## config.mk

```make
export PLATFORM = sky130hd
export DESIGN_NAME = rom_load_ctrl
export DESIGN_NICKNAME = d
export VERILOG_FILES = /design/src/rtl/rom_load_ctrl.sv
export SDC_FILE = /design/constraint.sdc
export NUM_CORES = 1
export LEC_CHECK = 0
export ABC_AREA = 1
export BUFFER_PORTS_ARGS = -buffer_cell sky130_fd_sc_hd__buf_4
export CAP_MARGIN = 20
export CORE_MARGIN = 2
export CORE_UTILIZATION = 35
export DETAILED_ROUTE_END_ITERATION = 12
export PLACE_DENSITY = 0.52
export SLEW_MARGIN = 20
export SYNTH_ARGS = -nofsm -noshare
export SYNTH_HDL_FRONTEND = slang
export SYNTH_SLANG_ARGS = --single-unit
```

## constraint.sdc

```tcl
create_clock -name clk_sys -period 3 [get_ports clk_sys]
set_input_delay 0.6 -clock clk_sys [delete_from_list [all_inputs] [get_ports clk_sys]]
set_output_delay 0.6 -clock clk_sys [all_outputs]
set_load 0.005 [all_outputs]
```

## src/rtl/rom_load_ctrl.sv

```systemverilog
// Download sequencer: pairs big-endian ioctl bytes into 16-bit ROM words,
// optionally zero-fills the ROM tail, and holds the CPU in reset until the image is settled.
module rom_load_ctrl #(
    parameter int ADDR_W      = 15,
    parameter bit CLEAR_TAIL  = 1'b1,
    parameter int HOLD_CYCLES = 16
) (
    input  logic              clk_sys,
    input  logic              reset_n,
    input  logic              ioctl_download,
    input  logic              ioctl_wr,
    input  logic [24:0]       ioctl_addr,
    input  logic [7:0]        ioctl_dout,
    output logic [ADDR_W-1:0] rom_wraddress,
    output logic [15:0]       rom_data,
    output logic              rom_wren,
    output logic              cpu_reset,
    output logic              load_done,
    output logic [ADDR_W:0]   word_count,
    output logic              overflow
);

    typedef enum logic [2:0] {
        S_IDLE,
        S_LOAD,
        S_FLUSH,
        S_CLEAR,
        S_HOLD,
        S_RUN
    } state_t;

    localparam logic [ADDR_W:0] DEPTH     = {1'b1, {ADDR_W{1'b0}}};
    localparam logic [15:0]     HOLD_LAST = 16'(HOLD_CYCLES - 1);

    state_t              state_q;
    logic [7:0]          hi_q;
    logic                hi_valid_q;
    logic [ADDR_W-1:0]   pend_q;
    logic [ADDR_W:0]     clr_q;
    logic [15:0]         hold_q;

    logic                addr_oob;
    logic [ADDR_W-1:0]   byte_idx;
    logic [ADDR_W:0]     idx_p1;
    logic [ADDR_W:0]     pend_p1;
    logic [ADDR_W:0]     flush_wc;

    assign addr_oob = |ioctl_addr[24:ADDR_W+1];
    assign byte_idx = ioctl_addr[ADDR_W:1];
    assign idx_p1   = {1'b0, byte_idx} + (ADDR_W+1)'(1);
    assign pend_p1  = {1'b0, pend_q} + (ADDR_W+1)'(1);
    assign flush_wc = (pend_p1 > word_count) ? pend_p1 : word_count;

    always_ff @(posedge clk_sys or negedge reset_n) begin
        if (!reset_n) begin
            state_q       <= S_IDLE;
            hi_q          <= '0;
            hi_valid_q    <= 1'b0;
            pend_q        <= '0;
            clr_q         <= '0;
            hold_q        <= '0;
            rom_wraddress <= '0;
            rom_data      <= '0;
            rom_wren      <= 1'b0;
            cpu_reset     <= 1'b1;
            load_done     <= 1'b0;
            word_count    <= '0;
            overflow      <= 1'b0;
        end else begin
            rom_wren  <= 1'b0;
            load_done <= 1'b0;
            if (state_q != S_HOLD) begin
                hold_q <= '0;
            end

            // A new download preempts every non-LOAD state, abandoning any flush/clear.
            if (state_q != S_LOAD && ioctl_download) begin
                state_q    <= S_LOAD;
                cpu_reset  <= 1'b1;
                word_count <= '0;
                overflow   <= 1'b0;
                hi_valid_q <= 1'b0;
                hold_q     <= '0;
            end else begin
                case (state_q)
                    S_LOAD: begin
                        if (!ioctl_download) begin
                            if (hi_valid_q) begin
                                rom_wren      <= 1'b1;
                                rom_wraddress <= pend_q;
                                rom_data      <= {hi_q, 8'h00};
                                word_count    <= flush_wc;
                                clr_q         <= flush_wc;
                                hi_valid_q    <= 1'b0;
                                state_q       <= S_FLUSH;
                            end else begin
                                clr_q   <= word_count;
                                state_q <= (CLEAR_TAIL && word_count != DEPTH) ? S_CLEAR : S_HOLD;
                            end
                        end else if (ioctl_wr) begin
                            if (addr_oob) begin
                                overflow <= 1'b1;
                            end else if (!ioctl_addr[0]) begin
                                hi_q       <= ioctl_dout;
                                hi_valid_q <= 1'b1;
                                pend_q     <= byte_idx;
                            end else begin
                                rom_wren      <= 1'b1;
                                rom_wraddress <= byte_idx;
                                rom_data      <= {(hi_valid_q ? hi_q : 8'h00), ioctl_dout};
                                hi_valid_q    <= 1'b0;
                                if (idx_p1 > word_count) begin
                                    word_count <= idx_p1;
                                end
                            end
                        end
                    end
                    S_FLUSH: begin
                        state_q <= (CLEAR_TAIL && word_count != DEPTH) ? S_CLEAR : S_HOLD;
                    end
                    S_CLEAR: begin
                        if (clr_q == DEPTH) begin
                            state_q <= S_HOLD;
                        end else begin
                            rom_wren      <= 1'b1;
                            rom_wraddress <= clr_q[ADDR_W-1:0];
                            rom_data      <= '0;
                            clr_q         <= clr_q + (ADDR_W+1)'(1);
                            if (clr_q == DEPTH - (ADDR_W+1)'(1)) begin
                                state_q <= S_HOLD;
                            end
                        end
                    end
                    S_HOLD: begin
                        if (hold_q == HOLD_LAST) begin
                            state_q   <= S_RUN;
                            cpu_reset <= 1'b0;
                            load_done <= 1'b1;
                        end else begin
                            hold_q <= hold_q + 16'd1;
                        end
                    end
                    default: ;
                endcase
            end
        end
    end

endmodule

```

==> flow_metrics.py <==
metrics = {
    "sta": {
        "fin_tns_setup_ps": 0,
        "slew_viol_final": 0,
        "setup_viol": 0,
        "finClkSkew_ps": 11.4,
        "hold_viol": 0,
        "period_share_pct": 96.0,
        "finalWorstSetupSlack_ps": 121,
        "fin_crit_ps": 2880,
        "relSlewSlack_pct": 47.2,
        "max_freq_mhz": 347,
        "rsz0062_at_grt": "yes",
        "worst_pin_slew_ps": 791,
    },
    "job": {
        "drv_cap": 0,
    },
    "synthesis": {
        "synth_edf_count": 0,
        "synth-warning-count": 0,
        "synth-async-reset-ratio_pct": 100,
        "mappedNetlistNets": 1118,
        "synthTopCellsByArea": "dfrtp_1 37%, nand2_1 14%, ha_1 6.2%",
        "synth_area_per_cell_um2": 7.14,
        "synth-seq-cells": 110,
        "synth.most_common_cell": "nand2_1",
        "syn_inst": 1044,
        "ys_types": 37,
        "synth_commonest_cells": "281 x nand2_1, 123 x inv_1, 109 x dfrtp_1",
        "ys_seq_area_share_pct": 37.0,
        "post-synth-top-area-fraction_pct": 36.6,
        "yosys.area.top_type": "dfrtp_1",
        "synth_top_flop_cell": "dfrtp_1",
        "synth_area_um2": 7450,
    },
    "final_layout": {
        "final_cell_count_no_fill": 1454,
        "fin_util_pct": 44.8,
        "synthToLayoutAreaGrowth_pct": 26.0,
        "multi_input_area_um2": 4270,
        "ff_latch_area_um2": 2760,
        "diodes": 0,
        "fill_cells": 2201,
        "drive_above_1_share_pct": 21.6,
        "layout.nets": 1248,
    },
    "drt": {
        "vias_per_cell": 5.09,
        "wire_per_inst_um": 16.6,
        "drc": 0,
        "vias": 7406,
        "top_layer": "met4",
        "drtPass1Iterations": 5,
        "drt-met1-wl_um": 10700,
        "drtAntennaViolNets": 0,
        "wl_um": 24100,
        "wl_met2_um": 11100,
        "met3_length_um": 1520,
        "drtIter0Drc": 528,
    },
    "run_status": {
        "outcome": "finished, final reports clean",
    },
    "place": {
        "dp_cells": 1428,
        "dp_hpwl_um": 18300,
        "dp_slack_ps": -126,
        "port-buffer-count": 87,
        "gp_congestion": 0.908,
    },
    "critical_path": {
        "slowest_stage": "dfrtp_1",
        "critPathMaxFanout": 5,
        "ff2ff_path_depth": 19,
        "crit_chain": "buf_6 -> nand2_2 -> nor2_4 -> nand3_4 -> nor2_4 -> nand3_4 -> nor2_4 -> ha_1 -> a21oi_1 -> o21ai_1 -> a21oi_2 -> nand2_4 -> nand2_4 -> buf_12 -> nand2_1 -> nand2_1 -> nand2_2 -> nand2_1 -> o21ai_0",
        "critical-path-max-stage-delay_ps": 400,
        "required_ps": 3250,
        "crit_type": "reg -> reg",
        "crit_path_end_kind": "flop",
        "startpoint_type": "flop",
        "critPathArrivalTime_ps": 3130,
    },
    "grt": {
        "grt_pass1_vias": 6989,
        "grt_max_degree": 61,
        "overflow": 0,
        "grt_pass1_wl_um": 37600,
        "antenna_found_initial": 0,
        "track_usage_pct": 21.7,
    },
    "clock_tree": {
        "htreeDepth": 3,
        "clockBufferDepth": 2,
        "cts-root-buf": "clkbuf_16",
        "cts.sinks": 110,
        "cts-buffers-inserted": 9,
        "tritoncts": "yes",
        "clock_latency_ps": 380,
        "clk_pin_slew_worst_paths_ps": 90,
    },
    "floorplanning": {
        "fp.dieArea_um2": 22500,
        "core_area_um2": 21000,
        "rows": 53,
        "die_h_um": 150,
        "pin_count": 88,
        "die_w_um": 150,
        "start_util_pct": 35.6,
    },
    "worst_hold_path": {
        "hold_class": "in -> async",
    },
    "power_and_ir_drop": {
        "total_power_mw": 7.54,
        "ir_drop_uv": 409,
        "power-per-cell-area_nw_per_um2": 803,
        "p_leak_nw": 4.65,
    },
}
[sequential cells by signal, indices dropped and copies added, names as in the netlist, 3 cells and up]
name and flops:
hi_q 8, rom_wraddress 15, rom_data 16, pend_q 15, clr_q 16, hold_q 16
word_count 16, state_q 3
[cell usage in the layout (no fill, tap or decap), drive strengths merged]
cell	netlist	final
a21boi	1	1
a21o	1	1
a21oi	68	68
a221oi	1	1
a31oi	5	5
buf	22	150
clkbuf	11	11
clkinv	0	2
dfrtp	109	109
dfstp	1	1
ha	37	37
inv	127	132
mux2	8	8
nand2	287	287
nand3	71	71
nand3b	2	2
nand4	26	26
nor2	100	100
nor3	24	24
nor4	6	6
o211ai	1	1
o21a	1	1
o21ai	102	102
o22ai	2	2
or2	4	4
xnor2	3	3
xor2	24	24
[through the flow]
stage,hold slack (ps),area [um^2]
final,156,9390
after global routing,180,9390
after CTS,169,9020
after detailed placement,471,8680
after global placement,467,8680
after floorplan,304,7450
[critical path, delay by kind of cell, from the launching register on]
kind                       cells  cell delay [ps]
and+or+nand+nor               12             1340
AOI/OAI and AO/OA              4              510
DFF                            1              400
adders and majority gates      1              260
buffers and inverters          2              250
[area by class of cell]
class / instances / area share [%]
timing repair buffer: 152 / 13.1
clock inverter: 7 / 0.999
multi-input combinational: 774 / 45.5
inverter: 127 / 5.08
sequential: 110 / 29.3
clock buffer: 9 / 2.40
tap: 275 / 3.66
[cells by family after synthesis]
logic type	after synthesis	share of synthesized area [%]
and+or+nand+nor	520	30.1
AOI/OAI and AO/OA	182	12.7
buffers and inverters	160	9.27
DFF	110	37.0
adders and majority gates	37	6.21
xor gates and xnor gates	27	3.17
muxes	8	1.61
[timing repair]
| action | in CTS | in global routing |
|---|---|---|
| gates resized for setup | 3 | 70 |
| cloned | 0 | 3 |
| pin swaps | 0 | 28 |
| hold buffers | 0 | 0 |
| setup endpoints to repair | 1 | 32 |
| buffers inserted | 0 | 7 |
[where the power goes]
group	total, mW	switching (mW)	internal, mW
clock network	1.30	0.689	0.614
logic	3.94	2.43	1.51
registers	2.30	0.410	1.89
total	7.54	3.53	4.01
[final timing paths]
| kind | start | slack [ps] | end |
|---|---|---|---|
| worst min register to register | clr_q[14]$_DFFE_PN0P_ | 490 | clr_q[14]$_DFFE_PN0P_ |
| worst min-delay path | reset_n | 160 | hi_q[5]$_DFFE_PN0P_ |
| worst max register to register | pend_q[1]$_DFFE_PN0P_ | 120 | clr_q[10]$_DFFE_PN0P_ |
| max in group asynchronous | reset_n | 2150 | word_count[13]$_DFFE_PN0P_ |
| min in group clk_sys | ioctl_dout[2] | 470 | hi_q[2]$_DFFE_PN0P_ |
| worst max-delay path | pend_q[1]$_DFFE_PN0P_ | 120 | clr_q[10]$_DFFE_PN0P_ |
[per-layer routing]
| layer | GRT usage, % | vias to the layer above |
|---|---|---|
| met1 | 29.0 | 3447 |
| met3 | 3.69 | 50 |
| met4 | 8.73 | 0 |
| met5 | 0 | - |
| met2 | 34.8 | 246 |
| li1 | - | 3663 |
(Power assumes the default switching activity.)
